File: config.mk
export PLATFORM = sky130hd
export DESIGN_NAME = seven_seg_scanner
export DESIGN_NICKNAME = d
export VERILOG_FILES = /design/src/rtl/seven_seg_scanner_pkg.sv /design/src/rtl/seven_seg_scanner_seg_hex_lut.sv /design/src/rtl/seven_seg_scanner.sv
export SDC_FILE = /design/constraint.sdc
export NUM_CORES = 1
export LEC_CHECK = 0
export CAP_MARGIN = 10
export CELL_PAD_IN_SITES_DETAIL_PLACEMENT = 1
export CELL_PAD_IN_SITES_GLOBAL_PLACEMENT = 1
export CORE_ASPECT_RATIO = 0.7
export CORE_MARGIN = 2
export CORE_UTILIZATION = 41
export CTS_BUF_LIST = sky130_fd_sc_hd__clkbuf_8
export DETAILED_ROUTE_END_ITERATION = 6
export PLACE_DENSITY_LB_ADDON = 0.1
export SETUP_SLACK_MARGIN = 0.4
export SYNTH_ARGS = -nofsm -noshare
export SYNTH_HDL_FRONTEND = slang
export SYNTH_SLANG_ARGS = --single-unit
export TNS_END_PERCENT = 5
File: constraint.sdc
create_clock -name clk -period 4.7 [get_ports clk]
set_clock_uncertainty 0.2 [all_clocks]
set_input_delay 0.94 -clock clk [delete_from_list [all_inputs] [get_ports clk]]
set_output_delay 0.94 -clock clk [all_outputs]
set_load 0.02 [all_outputs]
File: src/rtl/seven_seg_scanner_pkg.sv
// Shared definitions for the seven-segment scanner: register map, CTRL fields,
// the dark segment pattern and the hex-to-segment table (active-low {g,f,e,d,c,b,a}).
package seven_seg_scanner_pkg;

  localparam logic [1:0] ADDR_DIGITS   = 2'd0;
  localparam logic [1:0] ADDR_CTRL     = 2'd1;
  localparam logic [1:0] ADDR_PRESCALE = 2'd2;
  localparam logic [1:0] ADDR_STATUS   = 2'd3;

  localparam int CTRL_EN_BIT   = 0;
  localparam int CTRL_MASK_LSB = 4;
  localparam int CTRL_DP_LSB   = 8;

  localparam logic [6:0] SEG_BLANK = 7'h7F;

  localparam logic [6:0] HEX_SEG_TABLE [0:15] = '{
    7'h40, 7'h79, 7'h24, 7'h30, 7'h19, 7'h12, 7'h02, 7'h78,
    7'h00, 7'h10, 7'h08, 7'h03, 7'h46, 7'h21, 7'h06, 7'h0E
  };

endpackage

File: src/rtl/seven_seg_scanner_seg_hex_lut.sv
// Combinational hex nibble to active-low seven-segment decode.
module seg_hex_lut
  import seven_seg_scanner_pkg::*;
(
  input  logic [3:0] i_nibble,
  output logic [6:0] o_segs
);

  assign o_segs = HEX_SEG_TABLE[i_nibble];

endmodule

File: src/rtl/seven_seg_scanner.sv
// Avalon-MM controlled four-digit multiplexed seven-segment scanner with
// per-digit blanking, decimal points and an anti-ghost blank after each digit change.
module seven_seg_scanner
  import seven_seg_scanner_pkg::*;
#(
  parameter int CLK_DIV_DEFAULT = 50000,
  parameter int NUM_DIGITS      = 4
) (
  input  logic                  clk,
  input  logic                  reset_n,
  input  logic [1:0]            address,
  input  logic                  chipselect,
  input  logic                  write,
  input  logic [31:0]           writedata,
  input  logic                  read,
  output logic [31:0]           readdata,
  output logic [6:0]            segs,
  output logic                  dp,
  output logic [NUM_DIGITS-1:0] digit_en_n
);

  localparam logic [15:0] PRESCALE_RST = 16'(CLK_DIV_DEFAULT);

  logic [15:0]           r_digits;
  logic                  r_en;
  logic [3:0]            r_mask;
  logic [3:0]            r_dpm;
  logic [15:0]           r_prescale;
  logic [15:0]           r_cnt;
  logic [1:0]            r_idx;
  logic                  r_ghost;
  logic [31:0]           r_rdata;
  logic [6:0]            r_segs;
  logic                  r_dp;
  logic [NUM_DIGITS-1:0] r_dig_en_n;

  logic                  w_wr_digits;
  logic                  w_wr_ctrl;
  logic                  w_wr_prescale;
  logic                  w_rd;
  logic                  w_reenable;
  logic [15:0]           w_dwell_last;
  logic                  w_adv;
  logic                  w_ghost;
  logic                  w_lit;
  logic [3:0]            w_nibble;
  logic [6:0]            w_lut_segs;
  logic [NUM_DIGITS-1:0] w_sel;
  logic [31:0]           w_rd_mux;
  logic                  w_unused_wdata;

  assign w_wr_digits   = chipselect && write && (address == ADDR_DIGITS);
  assign w_wr_ctrl     = chipselect && write && (address == ADDR_CTRL);
  assign w_wr_prescale = chipselect && write && (address == ADDR_PRESCALE);
  assign w_rd          = chipselect && read;
  assign w_reenable    = w_wr_ctrl && !r_en && writedata[CTRL_EN_BIT];
  assign w_unused_wdata = ^{writedata[31:16], writedata[3:1]};

  // A prescale of 0 behaves as 1, so the last dwell count is 0 in both cases.
  assign w_dwell_last = (r_prescale == 16'd0) ? 16'd0 : r_prescale - 16'd1;
  assign w_adv        = r_en && !w_wr_prescale && (r_cnt >= w_dwell_last);
  // Anti-ghost blank; never two in a row, so a one-cycle dwell still alternates lit/dark.
  assign w_ghost      = w_adv && !r_ghost;
  assign w_lit        = r_en && !r_mask[r_idx] && !w_ghost;

  assign w_nibble = r_digits[{r_idx, 2'b00} +: 4];
  assign w_sel    = {{(NUM_DIGITS-1){1'b0}}, 1'b1} << r_idx;

  seg_hex_lut u_lut (
    .i_nibble (w_nibble),
    .o_segs   (w_lut_segs)
  );

  always_comb begin
    w_rd_mux = 32'd0;
    case (address)
      ADDR_DIGITS:   w_rd_mux = {16'd0, r_digits};
      ADDR_CTRL:     w_rd_mux = {20'd0, r_dpm, r_mask, 3'd0, r_en};
      ADDR_PRESCALE: w_rd_mux = {16'd0, r_prescale};
      default:       w_rd_mux = {29'd0, r_en, r_idx};
    endcase
  end

  always_ff @(posedge clk) begin
    if (!reset_n) begin
      r_digits   <= 16'd0;
      r_en       <= 1'b0;
      r_mask     <= 4'd0;
      r_dpm      <= 4'd0;
      r_prescale <= PRESCALE_RST;
      r_rdata    <= 32'd0;
    end else begin
      if (w_wr_digits) r_digits <= writedata[15:0];
      if (w_wr_ctrl) begin
        r_en   <= writedata[CTRL_EN_BIT];
        r_mask <= writedata[CTRL_MASK_LSB +: 4];
        r_dpm  <= writedata[CTRL_DP_LSB +: 4];
      end
      if (w_wr_prescale) r_prescale <= writedata[15:0];
      if (w_rd) r_rdata <= w_rd_mux;
    end
  end

  // Dwell counter and digit index; both hold while disabled.
  always_ff @(posedge clk) begin
    if (!reset_n) begin
      r_cnt   <= 16'd0;
      r_idx   <= 2'd0;
      r_ghost <= 1'b0;
    end else begin
      r_ghost <= w_ghost;
      if (w_wr_prescale || w_reenable) begin
        r_cnt <= 16'd0;
      end else if (w_adv) begin
        r_cnt <= 16'd0;
        r_idx <= r_idx + 2'd1;
      end else if (r_en) begin
        r_cnt <= r_cnt + 16'd1;
      end
    end
  end

  always_ff @(posedge clk) begin
    if (!reset_n) begin
      r_segs     <= SEG_BLANK;
      r_dp       <= 1'b1;
      r_dig_en_n <= '1;
    end else if (w_lit) begin
      r_segs     <= w_lut_segs;
      r_dp       <= ~r_dpm[r_idx];
      r_dig_en_n <= ~w_sel;
    end else begin
      r_segs     <= SEG_BLANK;
      r_dp       <= 1'b1;
      r_dig_en_n <= '1;
    end
  end

  assign readdata   = r_rdata;
  assign segs       = r_segs;
  assign dp         = r_dp;
  assign digit_en_n = r_dig_en_n;

endmodule
==> results of run 1 <==
[cell families after synthesis]
kind of cell	Yosys count
flip-flops	88
adder cells (fa/ha/maj)	29
buffers and inverters	58
AND/OR/NAND/NOR	231
XOR/XNOR	27
AO/OA/AOI/OAI	86
multiplexers	30
other	1
[registers in the layout (all words and copies together) (netlist names)]
register / count
r_dpm: 4
digit_en_n: 4
r_en: 1
r_digits: 16
segs: 7
r_cnt: 16
r_prescale: 16
readdata: 16
r_mask: 4
dp: 1
r_idx: 2
r_ghost: 1
[layer usage]
| layer | vias up | global-route usage, % | part of all wire (%) | routed length (um) |
|---|---|---|---|---|
| met5 | - | 0 | 0 | 0 |
| met4 | 0 | 4.70 | 0.80 | 108 |
| met3 | 9 | 4.08 | 4.8 | 648 |
| met2 | 91 | 36.2 | 43 | 5860 |
| met1 | 2008 | 31.8 | 51 | 6900 |
| li1 | 1956 | - | - | - |
[metrics by stage]
stage          std cells  util [%]  power, mW
2_1_floorplan        565         -      0.895
3_3_place_gp         735      46.5      0.946
3_5_place_dp         735      46.5      0.950
4_1_cts              750      48.3       1.52
5_1_grt              750      48.3       1.57
6_report             750      48.3       1.50
[worst paths after layout]
kind                               from  slack (ns)                  endpoint
min reg2reg    readdata[0]$_SDFFE_PN0P_        0.27  readdata[0]$_SDFFE_PN0P_
min            readdata[0]$_SDFFE_PN0P_        0.27  readdata[0]$_SDFFE_PN0P_
max          r_prescale[2]$_SDFFE_PN0P_        0.75     r_idx[0]$_SDFFE_PN0P_
max reg2reg  r_prescale[2]$_SDFFE_PN0P_        0.75     r_idx[0]$_SDFFE_PN0P_
[power breakdown]
part / switching (mW) / total, mW / internal [mW]
registers: 0.0143 / 0.774 / 0.760
clock network: 0.276 / 0.568 / 0.292
logic: 0.0918 / 0.159 / 0.0677
[Yosys cell counts, types with 12 or more instances]
master      n
nand2_1   128
dfxtp_1    88
a21boi_0   35
ha_1       29
nand3_1    26
nor3_1     23
clkbuf_1   22
buf_4      18
mux2i_1    15
xor2_1     15
inv_1      12
nor2_1     12
xnor2_1    12
[cell type report]
type,instances,area share [%]
Timing Repair Buffer,59,10.1
Multi-Input combinational cell,419,50.6
Clock buffer,9,2.21
Tap cell,157,3.51
Sequential cell,88,31.5
Inverter,12,0.804
Clock inverter,6,1.41
[worst max-delay path, delay by kind of cell, from the launching register on]
family                     cells  cell delay (ns)
and+or+nand+nor                6             2.06
DFF                            1             0.39
buffers and inverters          1             0.29
muxes                          2             0.36
AOI/OAI and AO/OA              2             0.42
adders and majority gates      1             0.16
==> results.toml, run 1 <==
[layout]
fill_cells = 1376
drive_gt1_share_pct = 7.76
final_cell_mix = "nand2_1, dfxtp_1, clkdlybuf4s50_1"
final_area_mm2 = 0.00560
final_common_cell = "nand2_1"
seqCellArea_mm2 = 0.00176
multi_input_area_mm2 = 0.00283
syn_to_final_growth_pct = 16.1
nets = 657
antenna_cells = 0

[yosys]
syn-cell-area_mm2 = 0.00482
synth_mux_area_share_pct = 8.48
ys_ff_latch = 88
synth_warnings = 0
yosys.area_share.simple_pct = 22.8
synthTopCellsByArea = "dfxtp_1, nand2_1, ha_1"
synth-compound-area-share_pct = 13.6
synth_edf_count = 0
synthAdderAreaFrac_pct = 7.52
synth_cells = 550
yosysTopAreaCell = "dfxtp_1"
synth_top_family_by_area = "simple AND/OR/NAND/NOR gates"
synth.top_cell.area_share_pct = 36.5
synth_cell_types = 50
ys_seq_area_share_pct = 36.5
ys.flop_type = "dfxtp_1"
syn-mean-instance-area_um2 = 8.77
async_flop_share_pct = 0
synth_xor_area_share_pct = 4.90

[floorplanning]
start_util_pct = 41.6
io_pins = 83
die-area_mm2 = 0.0127
rows = 33
die_w_um = 134
core_mm2 = 0.0116
fp.dieH_um = 94.7

[timing]
maxSlewHeadroom_pct = 42.6
max_freq_mhz = 253
maxSlewViolCount = 0
hold_slack_ns = 0.271
finalSetupViolations = 0
finalCritPeriodShare_pct = 84.1
report.final.hold_viol_count = 0
setup_ws_ns = 0.745
rsz0062_at_grt = "false"
fin_tns_setup_ns = 0
layout_min_cycle_time_ns = 3.95
tightest_slew_ns = 0.859

[global_route]
antenna_found_initial = 0
grt_max_degree = 64
grt.total_usage_pct = 22.5
grt_pass1_vias = 4101
grt_pass1_wl_mm = 22.1
grt_overflow = 0

[place]
io_buffers = 50
place_area_mm2 = 0.00540
place_ws_ns = 0.717
place_congestion = 0.799
place_hpwl_mm = 10.2

[critical_path]
reg2regPathDepth = 12
critical_path.max_fanout = 19
startpoint_type = "register"
crit_required_ns = 4.79
cp_cell_sequence = "or4_4 > nor4b_4 > nand4b_4 > nor2b_1 > mux2i_1 > ha_1 > nand4_1 > nor3_1 > o2111ai_1 > a31oi_2 > buf_4 > mux2i_1"
cpPeakStageDelay_ns = 0.60
cp.arrival_ns = 4.04
critPathKind = "reg -> reg"
crit_slowest_cell = "or4_4"
crit_path_frequent_cell = "mux2i_1"
critPathCaptureType = "register"

[power]
pwr_density_cell_mw_per_mm2 = 268
p_leak_nw = 2.20
ir_drop_mv = 0.153

[drt]
post_drt_wl_per_cell_um = 18.0
dr.first_iter.drc_count = 191
ant_nets = 0
drc = 0
vias = 4064
vias_per_cell = 5.42
firstDrtPassIters = 4
drt-total-wl_mm = 13.5

[clock_tree]
cts_htree_levels = 3
cts_made_buffers = 9
clk_path_buf_depth = 2
cts_sinks = 88
holdBufCountCts = 0
clk_pin_slew_ns = 0.09
post_cts_resize_count = 0
cts_setup_buffers = 0
cts_root_buf = "clkbuf_8"
cts_tree = "built"
worstSkewPairLatency_ns = 0.36

[worst_hold_path]
whs_path_depth = 2
hold_class = "reg -> reg"

[flow_run]
max_cap_violations = 0

[run_status]
outcome = "complete, no violations"
Power figures use the tool's default switching activity.
==> inputs of run 2 (changes only) <==
--- a/config.mk
+++ b/config.mk
@@ -10,7 +10,7 @@
 export CELL_PAD_IN_SITES_GLOBAL_PLACEMENT = 1
 export CORE_ASPECT_RATIO = 0.7
 export CORE_MARGIN = 2
-export CORE_UTILIZATION = 41
+export CORE_UTILIZATION = 37
 export CTS_BUF_LIST = sky130_fd_sc_hd__clkbuf_8
 export DETAILED_ROUTE_END_ITERATION = 6
 export PLACE_DENSITY_LB_ADDON = 0.1
==> constraint.sdc (replaced) <==
create_clock -name clk -period 3.2 [get_ports clk]
set_clock_uncertainty 0.2 [all_clocks]
set_input_delay 0.64 -clock clk [delete_from_list [all_inputs] [get_ports clk]]
set_output_delay 0.64 -clock clk [all_outputs]
set_load 0.02 [all_outputs]
==> results.toml, run 2 (synthesis results as in run 1) <==
[drt]
drc = 0
ant_nets = 0
drt-total-wl_mm = 14.0
dr.first_iter.drc_count = 227
firstDrtPassIters = 5
vias_per_cell = 5.27
post_drt_wl_per_cell_um = 17.9
vias = 4119

[clock_tree]
cts_sinks = 88
cts_setup_buffers = 0
clk_pin_slew_ns = 0.09
holdBufCountCts = 0
cts_htree_levels = 3
cts_tree = "built"
clk_path_buf_depth = 2
cts_root_buf = "clkbuf_8"
cts_made_buffers = 9
worstSkewPairLatency_ns = 0.37

[timing]
setup_ws_ns = -0.379
max_freq_mhz = 279
maxSlewHeadroom_pct = 58.4
maxSlewViolCount = 0
layout_min_cycle_time_ns = 3.58
fin_tns_setup_ns = -9.42
finalSetupViolations = 31
tightest_slew_ns = 0.624
rsz0062_at_grt = "true"
finalCritPeriodShare_pct = 112
report.final.hold_viol_count = 0

[global_route]
grt_pass1_wl_mm = 22.9
grt_max_degree = 50
grt_pass1_vias = 4214
grt_overflow = 0
antenna_found_initial = 0
grt.total_usage_pct = 20.9

[layout]
final_common_cell = "nand2_1"
fill_cells = 1456
final_area_mm2 = 0.00589
drive_gt1_share_pct = 12.9
antenna_cells = 0
final_cell_mix = "nand2_1, dfxtp_1, clkdlybuf4s50_1"
syn_to_final_growth_pct = 22.1
nets = 684

[run_status]
outcome = "finished with violations"
violations = "negative setup slack"

[place]
place_hpwl_mm = 10.8
place_ws_ns = -0.372
place_area_mm2 = 0.00564
place_congestion = 0.846
io_buffers = 50

[floorplanning]
rows = 34
fp.dieH_um = 99.5
die_w_um = 140
core_mm2 = 0.0125
io_pins = 83
start_util_pct = 38.4
die-area_mm2 = 0.0140

[critical_path]
critPathKind = "reg -> reg"
startpoint_type = "register"
critical_path.max_fanout = 12
crit_required_ns = 3.30
cp.arrival_ns = 3.68
critPathCaptureType = "register"

[worst_hold_path]
hold_class = "reg -> reg"

[power]
pwr-share-clk_pct = 37.5
power_switching_mw = 0.563
internal_power_mw = 1.65
power_frac_comb_pct = 11.3
p_leak_nw = 2.32
ir_drop_mv = 0.209
seqPwrFrac_pct = 51.2
pwr_density_cell_mw_per_mm2 = 377
swShare_pct = 25.4

[flow_run]
max_cap_violations = 0
==> run 2: changes by cell type in the layout (fill, tap and decap cells not counted), sizes merged <==
cell and change:
buf +27, clkinv +1, inv -1, clkinvlp -1
==> run 2: area by class of cell <==
type                    instances  area (um2)  share of cell area, %
multi-input cells             419        2890                   49.0
flip-flops and latches         88        1760                   30.0
repair buffers                 86         790                   13.4
well taps                     162         203                   3.44
clock buffers                   9         124                   2.10
clock inverters                 5        76.3                   1.30
inverters                      12        45.0                  0.765
==> run 2: worst max-delay path, cell delays in order, from the launching register on <==
cell      delay [ns]
dfxtp_2         0.33
or4_4           0.57
nor4b_4         0.30
buf_6           0.17
nand4b_1        0.12
xnor2_1         0.16
nand2_1         0.12
ha_4            0.28
nand4_1         0.16
nor3_4          0.26
a21oi_2         0.10
buf_4           0.16
a311o_1         0.34
buf_12          0.16
nand3b_1        0.08
==> run 2: final timing paths <==
kind,start,to,slack (ns),cells past startpoint
worst max-delay path,r_prescale[5]$_SDFFE_PN0P_,segs[3]$_SDFF_PN1_,-0.38,14
worst min-delay path,readdata[0]$_SDFFE_PN0P_,readdata[0]$_SDFFE_PN0P_,0.28,2
worst max register to register,r_prescale[5]$_SDFFE_PN0P_,segs[3]$_SDFF_PN1_,-0.38,14
worst min register to register,readdata[0]$_SDFFE_PN0P_,readdata[0]$_SDFFE_PN0P_,0.28,2
==> run 2: layer usage <==
layer | GRT usage, % | wire [um]
met3 | 4.29 | 698
met5 | 0 | 0
met2 | 31.4 | 5900
met1 | 31.3 | 7300
met4 | 3.69 | 57
==> run 2: timing repair <==
| action | 4_1_cts | 5_1_grt |
|---|---|---|
| endpoints found under the setup margin | 31 | 31 |
| cloned | 0 | 0 |
| resized for setup | 5 | 4 |
==> run 2: power groups by stage <==
| stage | Clock (mW) | Combinational (mW) | Sequential [mW] |
|---|---|---|---|
| finish | 0.832 | 0.250 | 1.13 |
| global route | 0.903 | 0.274 | 1.14 |
| CTS | 0.850 | 0.249 | 1.13 |
| detailed placement | 0 | 0.248 | 1.16 |
| global placement | 0 | 0.242 | 1.16 |
| floorplan | 0 | 0.148 | 1.17 |
==> run 2: through the flow <==
step / hold slack, ns / power (mW) / util, % / std cells
after floorplan: 0.242 / 1.31 / - / 565
after global placement: 0.251 / 1.40 / 44.9 / 767
after detailed placement: 0.271 / 1.41 / 44.9 / 767
after CTS: 0.281 / 2.23 / 46.7 / 781
after global routing: 0.310 / 2.31 / 46.9 / 781
final: 0.278 / 2.22 / 46.9 / 781
